## src/rtl/wb_arbiter_2m.sv

```systemverilog
// Two-master Wishbone B4 pipelined arbiter sharing one slave port between the
// instruction-fetch (m0) and data (m1) masters, with an outstanding cap and a response watchdog.
module wb_arbiter_2m #(
  parameter int AW              = 32,
  parameter int DW              = 32,
  parameter int MAX_OUTSTANDING = 4,
  parameter int TIMEOUT         = 255
) (
  input  logic            clk,
  input  logic            rst,
  input  logic            m0_cyc,
  input  logic            m0_stb,
  input  logic            m0_we,
  input  logic [AW-1:0]   m0_adr,
  input  logic [DW/8-1:0] m0_sel,
  input  logic [DW-1:0]   m0_dat_w,
  output logic            m0_stall,
  output logic            m0_ack,
  output logic            m0_err,
  output logic [DW-1:0]   m0_dat_r,
  input  logic            m1_cyc,
  input  logic            m1_stb,
  input  logic            m1_we,
  input  logic [AW-1:0]   m1_adr,
  input  logic [DW/8-1:0] m1_sel,
  input  logic [DW-1:0]   m1_dat_w,
  output logic            m1_stall,
  output logic            m1_ack,
  output logic            m1_err,
  output logic [DW-1:0]   m1_dat_r,
  output logic            s_cyc,
  output logic            s_stb,
  output logic            s_we,
  output logic [AW-1:0]   s_adr,
  output logic [DW/8-1:0] s_sel,
  output logic [DW-1:0]   s_dat_w,
  input  logic            s_stall,
  input  logic            s_ack,
  input  logic            s_err,
  input  logic [DW-1:0]   s_dat_r,
  output logic [1:0]      grant,
  output logic            timeout
);

  typedef enum logic [1:0] {IDLE, BUSY0, BUSY1, ABORT} state_t;

  localparam logic [3:0] MAX_OUT = 4'(MAX_OUTSTANDING);
  localparam logic [8:0] WD_LIM  = 9'(TIMEOUT);

  state_t      state;
  logic        last_grant;   // 0 = m0, 1 = m1; also names the owner while busy/aborting
  logic [3:0]  outstanding;
  logic [7:0]  wd_cnt;

  logic        busy0, busy1, aborting, cap, owner_cyc, accept, resp, dec;
  logic [8:0]  wd_inc;

  assign busy0     = (state == BUSY0);
  assign busy1     = (state == BUSY1);
  assign aborting  = (state == ABORT);
  assign cap       = (outstanding == MAX_OUT);
  assign owner_cyc = last_grant ? m1_cyc : m0_cyc;
  assign accept    = s_stb & ~s_stall;
  assign resp      = s_ack | s_err;
  assign dec       = resp & (outstanding != 4'd0);
  assign wd_inc    = {1'b0, wd_cnt} + 9'd1;

  always_comb begin
    s_cyc   = 1'b0;
    s_stb   = 1'b0;
    s_we    = 1'b0;
    s_adr   = '0;
    s_sel   = '0;
    s_dat_w = '0;
    if (busy0) begin
      s_cyc   = m0_cyc;
      s_stb   = m0_stb & ~cap;
      s_we    = m0_we;
      s_adr   = m0_adr;
      s_sel   = m0_sel;
      s_dat_w = m0_dat_w;
    end else if (busy1) begin
      s_cyc   = m1_cyc;
      s_stb   = m1_stb & ~cap;
      s_we    = m1_we;
      s_adr   = m1_adr;
      s_sel   = m1_sel;
      s_dat_w = m1_dat_w;
    end
  end

  // Responses reach only the current owner; the abort error rides on the timeout pulse.
  assign m0_stall = busy0 ? (s_stall | cap) : 1'b1;
  assign m1_stall = busy1 ? (s_stall | cap) : 1'b1;
  assign m0_ack   = busy0 & s_ack;
  assign m1_ack   = busy1 & s_ack;
  assign m0_err   = (busy0 & s_err) | (aborting & ~last_grant & timeout);
  assign m1_err   = (busy1 & s_err) | (aborting & last_grant & timeout);
  assign m0_dat_r = s_dat_r;
  assign m1_dat_r = s_dat_r;

  always_ff @(posedge clk) begin
    if (rst) begin
      state       <= IDLE;
      last_grant  <= 1'b0;
      outstanding <= 4'd0;
      wd_cnt      <= 8'd0;
      grant       <= 2'b00;
      timeout     <= 1'b0;
    end else begin
      timeout <= 1'b0;
      case (state)
        IDLE: begin
          outstanding <= 4'd0;
          wd_cnt      <= 8'd0;
          if (m0_cyc && (!m1_cyc || last_grant)) begin
            state      <= BUSY0;
            last_grant <= 1'b0;
            grant      <= 2'b01;
          end else if (m1_cyc) begin
            state      <= BUSY1;
            last_grant <= 1'b1;
            grant      <= 2'b10;
          end
        end
        BUSY0, BUSY1: begin
          if (!owner_cyc) begin
            state       <= IDLE;
            grant       <= 2'b00;
            outstanding <= 4'd0;
            wd_cnt      <= 8'd0;
          end else begin
            outstanding <= outstanding + {3'b000, accept} - {3'b000, dec};
            if (resp || outstanding == 4'd0) begin
              wd_cnt <= 8'd0;
            end else if (TIMEOUT != 0 && wd_inc == WD_LIM) begin
              state       <= ABORT;
              timeout     <= 1'b1;
              wd_cnt      <= 8'd0;
              outstanding <= 4'd0;
            end else begin
              wd_cnt <= wd_inc[7:0];
            end
          end
        end
        ABORT: begin
          outstanding <= 4'd0;
          wd_cnt      <= 8'd0;
          if (!owner_cyc) begin
            state <= IDLE;
            grant <= 2'b00;
          end
        end
        default: begin
          state <= IDLE;
          grant <= 2'b00;
        end
      endcase
    end
  end

endmodule

```

## config.mk

```make
export PLATFORM = sky130hd
export DESIGN_NAME = wb_arbiter_2m
export DESIGN_NICKNAME = d
export VERILOG_FILES = /design/src/rtl/wb_arbiter_2m.sv
export SDC_FILE = /design/constraint.sdc
export NUM_CORES = 1
export LEC_CHECK = 0
export CORE_AREA = 3 3 125 127
export CTS_BUF_LIST = sky130_fd_sc_hd__clkbuf_2
export CTS_CLUSTER_DIAMETER = 100
export DETAILED_ROUTE_END_ITERATION = 7
export DIE_AREA = 0 0 128 130
export PLACE_DENSITY = 0.66
export SLEW_MARGIN = 25
export SYNTH_ARGS = -nofsm -noshare
export SYNTH_HDL_FRONTEND = slang
export SYNTH_SLANG_ARGS = --single-unit
```

## constraint.sdc

```tcl
create_clock -name clk -period 4.38 [get_ports clk]
set_input_delay 0.438 -clock clk [delete_from_list [all_inputs] [get_ports clk]]
set_output_delay 0.438 -clock clk [all_outputs]
set_load 0.03 [all_outputs]
```

==> impl_results.md <==
- Skew final: 0.00819 ns
- Post-Syn Area: 0.00261 sq mm
- Setup TNS: 0 ns
- Slew HR: 51.5%
- Max Transition Viols Final: 0
- Post-CTS Hold Buffers: 0
- CTS Buffer Depth: 2
- Postcts setup bufs: 0
- Yosys reg bits: 18
- Commonest cells after routing, fill and taps aside: 226 x clkdlybuf4s50_1, 140 x nand2_1, 69 x o21ai_0, 22 x nor2_1, 18 x dfxtp_1
- Antenna cells: 0
- Die Y: 130 microns
- Syn_nets: 624
- Largest net degree at the start of global routing: 74
- First-pass GRT wire length: 18,100 microns
- Detailed Routing Iterations Pass 1: 4
- Hold depth: 1
- Total clock sinks: 18
- Overflow after GRT: 0
- Fmax: 311 MHz
- Power Dens Cells: 543 mW/mm^2
- Storage cell area: 360 sq um
- Clock transition at path regs: 0.18 ns
- Status: complete, no violations
- Worst-margin pin slew: 0.727 ns
- Worst hold-check path type: reg2reg
- Cts repair resizes: 0
- Root buffer cell: clkbuf_2
- Die area: 0.0166 sq mm
- Routed Antenna Nets: 0
- Share of cells above drive strength 1: 2.27%
- Top FF cell, synth: dfxtp_1
- Overall routed net length: 13,200 microns
- RSZ-0062 raised after global routing: false
- Reg2Reg Depth: 12
- Drt first-iter violations: 174
- Leakage power: 1.55 nW
- Wire length per cell: 17.4 microns
- Required @ worst endpoint: 3.94 ns
- GPL Wtd Cong: 0.849
- Post-Place Cell Area: 0.00457 sq mm
- Syn Area/Cell: 6.06 sq um
- CTS tree: done
- Filler Cell Count: 1,591
- Crit-path max FO: 28
- Clock buffer count from CTS: 3
- Ys async rst share: 0%
- Yosys cell types: 40
- I/O pins: 323
- Clock Latency Late Sink: 0.29 ns
- Antenna violations before repair: 1
- Vias in the first global route: 2,939
- Min Hold Slack: 0.498 ns
- Port bufs: 226
- DIE WIDTH: 128 microns
- Via count of the routed design: 3,171
- Critical path startpoint category: flop
- Final setup viols: 0
- Area delta synth->final: 75.6%
- WP data arrival: 2.78 ns
- DP Wirelength: 10,900 microns
- Placeable core region: 0.0145 sq mm
- Setup CP Type: reg2out
- # rows: 44
- Cell count after synthesis: 431
- Nets: 768
- EDFF count, synth: 0
- Max IR drop VDD: 241 uV
- Seq/Total Area, Yosys: 13.8%
- Initial Utilization: 18.0%
- Period Utilization, post-route: 73.4%
- Tmin final: 3.21 ns
- Layout Cell Area excl Fill: 0.00458 sq mm
- CP endpoint kind: output port
- GRT Resource Usage Total: 13.9%
- Synth warn: 0
- Detailed-route DRC error count: 0
- Area of the multi-input gates: 0.00162 sq mm
- Final Hold Vio Count: 0
- Vias/cell: 4.19
- Maxcap violations: 0
- Commonest non-fill, non-tap cell in the layout: clkdlybuf4s50_1
- Htree depth: 1
==> logic make-up (layout without fill, tap and decap cells) <==
| group | after synthesis | after routing | synth area share (%) |
|---|---|---|---|
| mux | 1 | 1 | 0.527 |
| simple gates | 189 | 189 | 30.8 |
| fa+ha+maj | 14 | 14 | 7.00 |
| flops | 18 | 18 | 13.8 |
| xor+xnor | 8 | 8 | 2.68 |
| buf+inv | 105 | 247 | 24.7 |
| compound gates | 96 | 96 | 20.5 |
==> state kept, by name (all words and copies together) (netlist names) <==
name         flops
wd_cnt           8
timeout          1
last_grant       1
grant            2
state            2
outstanding      4
==> power by group <==
part / total, mW / leakage (nW) / switching [mW] / internal, mW
Sequential: 0.207 / 0.146 / 0.0252 / 0.182
Clock: 0.0694 / 0.0125 / 0.0507 / 0.0187
Combinational: 2.21 / 1.40 / 1.33 / 0.878
==> layout make-up <==
| cell class | instances | share of cell area [%] |
|---|---|---|
| clock buffer | 3 | 0.328 |
| inverter | 14 | 1.15 |
| multi-input combinational | 308 | 35.4 |
| sequential | 18 | 7.86 |
| tap | 184 | 5.02 |
| timing repair buffer | 230 | 50.3 |
==> critical path, stage by stage (launching register included) <==
cell and delay [ns]:
dfxtp_1 0.40, inv_1 0.13, ha_2 0.46, buf_4 0.38, nand2_1 0.08, o21ai_0 0.27, clkdlybuf4s50_1 0.74
==> synthesized netlist by cell type (3+ instances only) <==
master	count	area, sq um
buf_4	64	480
inv_1	14	52.6
a22o_1	6	52.6
o21ai_0	69	345
nor3b_1	5	37.5
clkbuf_1	13	48.8
o21bai_1	3	22.5
buf_1	11	41.3
nor2_1	22	82.6
nand3_1	3	15.0
dfxtp_1	18	360
a21oi_1	9	45.0
xnor2_1	6	52.6
nand2_1	140	526
ha_1	13	163
==> metal layers <==
layer  up-vias  GRT usage [%]  wire (microns)
met1      1342           17.0            5320
met4         2          0.936              29
met3         9           5.65            1490
li1       1625              -               -
met2       193           24.1            6360
met5         -              0              13
==> through the flow <==
step / total power, mW / instances / utilization [%] / worst slack (ns)
4_1_cts: 2.52 / 757 / 31.5 / 1.15
3_3_place_gp: 2.44 / 754 / 31.4 / 1.55
5_1_grt: 2.65 / 757 / 31.5 / 0.963
6_report: 2.49 / 757 / 31.5 / 1.17
3_5_place_dp: 2.43 / 754 / 31.4 / 1.49
2_1_floorplan: 1.56 / 431 / - / 1.43
==> path summary, 6_finish.rpt <==
path / start / to / slack [ns]
max: state[0] / s_dat_w[3] / 1.17
max reg2reg: state[1] / outstanding[2] / 1.48
min reg2reg: wd_cnt[0] / wd_cnt[0] / 0.50
min: wd_cnt[0] / wd_cnt[0] / 0.50
Power figures use the tool's default switching activity.
==> patch (same settings) <==
Change the parameter `AW` from 32 to 16.
--- a/src/rtl/wb_arbiter_2m.sv
+++ b/src/rtl/wb_arbiter_2m.sv
@@ -1,7 +1,7 @@
 // Two-master Wishbone B4 pipelined arbiter sharing one slave port between the
 // instruction-fetch (m0) and data (m1) masters, with an outstanding cap and a response watchdog.
 module wb_arbiter_2m #(
-  parameter int AW              = 32,
+  parameter int AW              = 16,
   parameter int DW              = 32,
   parameter int MAX_OUTSTANDING = 4,
   parameter int TIMEOUT         = 255
Ports: changed (resized m0_adr, m1_adr and s_adr); port bits go from 323 to 275. The function was not compared with the original's and may differ.
==> patch against the original RTL <==
Wire length is 16% lower; total power is 22% lower; sequential power is 2% lower; sequential cell count stayed put; largest cell class unchanged; critical endpoint is now s_dat_w[11]; highest routed layer is now met4; via count is 15% lower; area after synthesis is 7.3% lower; setup slack better by 0.087 ns; final area is 14% lower.
==> patch: results (changes against the original RTL) <==
| Metric | Value |
|---|---|
| Initial DRC count | `153 (-12%)` |
| Dominant synthesized flop cell | `dfxtp_1` |
| Final wirelength | `11.1 mm (-16%)` |
| Sequential area share after synthesis | `14.9% (+1.1 points)` |
| Port bufs | `178 (-21%)` |
| Wire per inst | `16.8 um (-3.5%)` |
| Sw frac | `54.9% (-1.8 points)` |
| R2r setup slk | `1.65 ns (+0.17 ns)` |
| Status | `complete, no violations` |
| All-Layer GR Usage | `12.0% (-1.9 points)` |
| Static leakage | `1.35 nW (-13%)` |
| GPL Wtd Cong | `0.835 (-1.6%)` |
| Synth Area in Compound Gates | `19.6% (-0.92 points)` |
| Pin count of the biggest net entering global routing | `110 (+49%)` |
| CP Max Fanout | `23 (-18%)` |
| Mapped Nets | `537 (-14%)` |
| Top post-synthesis cells by count | `nand2_1 (111), buf_4 (64), o21ai_0 (55), dfxtp_1 (18), nor2_1 (15)` |
| Post-placement setup slack | `1.47 ns (-0.0186 ns)` |
| Cell variety after synth | `44 (+10%)` |
| Skew final | `0.00177 ns (-0.00642 ns)` |
| Vias in the first global route | `2650 (-9.8%)` |
| Reg clk slew, reported paths | `0.15 ns (-0.03 ns)` |
| Worst rel slew slack | `71.2% (+20 points)` |
| Fin Hold WS | `0.498 ns (-0.000305 ns)` |
| Crit share post-route | `71.4% (-2.0 points)` |
| Filler cells | `1604 (+0.82%)` |
| Peak VDD IR | `0.162 mV (-33%)` |
| Initial antenna violation count | `0 (-1)` |
| Post-layout nets | `637 (-17%)` |
| Worst Reg-to-Reg Cells | `13 (+1)` |
| Largest cells by area after synthesis | `buf_4 (20%), nand2_1 (17%), dfxtp_1 (15%), o21ai_0 (11%), ha_1 (6.7%)` |
| Adder-cell share of the synthesized area | `7.55% (+0.55 points)` |
| Synthesized area per cell | `6.44 sq um (+6.3%)` |
| Xor/xnor share of the synthesized area | `2.89% (+0.21 points)` |
| Post-layout util | `27.0% (-4.5 points)` |
| Placed inst area | `3890 sq um (-15%)` |
| Mux cell area share after synthesis | `0.879% (+0.35 points)` |
| Final HPWL DP | `9.04 mm (-17%)` |
| Layout cells sized above 1 | `3.59% (+1.3 points)` |
patch: changes by cell type in the layout (fill, tap and decap cells not counted), sizes merged, moves of 3 or more:
cell / unedited run / this run
clkdlybuf4s50: 226 / 178
nand2: 140 / 111
nor2: 22 / 15
o21ai: 71 / 56
xnor2: 6 / 3
xor2: 2 / 5
patch: power groups by stage:
| stage | sequential (mW) | clock [mW] | combinational (mW) |
|---|---|---|---|
| finish | 0.203 | 0.0654 | 1.68 |
| global route | 0.207 | 0.0751 | 1.80 |
| CTS | 0.203 | 0.0713 | 1.69 |
| detailed placement | 0.207 | 0 | 1.68 |
| global placement | 0.206 | 0 | 1.68 |
| floorplan | 0.205 | 0 | 1.07 |
patch: metal layers:
layer	up-vias	GRT usage [%]	part of all wire (%)
li1	1371	-	-
met1	1163	15.2	41
met2	161	18.9	45
met3	10	6.06	13
met4	0	1.44	0.75
met5	-	0	0
patch: area by class of cell:
cell class,count,share of cell area [%]
Sequential cell,18,9.18
Inverter,12,1.15
Multi-Input combinational cell,260,37.2
Timing Repair Buffer,181,46.3
Tap cell,184,5.86
Clock buffer,3,0.382
patch: critical path, cell delays in order (launching register included):
cell,delay (ns)
dfxtp_1,0.39
inv_1,0.13
ha_2,0.40
buf_4,0.34
nand2_1,0.08
o21ai_0,0.31
clkdlybuf4s50_1,0.75
patch: worst max-delay path by stage:
stage / from / end / cells past startpoint
final: state[0]$_SDFFE_PP0P_ / s_dat_w[11] / 6
after global routing: state[1]$_SDFFE_PP0P_ / s_stb / 7
after CTS: state[1]$_SDFFE_PP0P_ / s_stb / 6
after detailed placement: state[1]$_SDFFE_PP0P_ / s_stb / 6
after global placement: state[1]$_SDFFE_PP0P_ / s_stb / 6
after floorplan: state[0]$_SDFFE_PP0P_ / s_adr[0] / 6
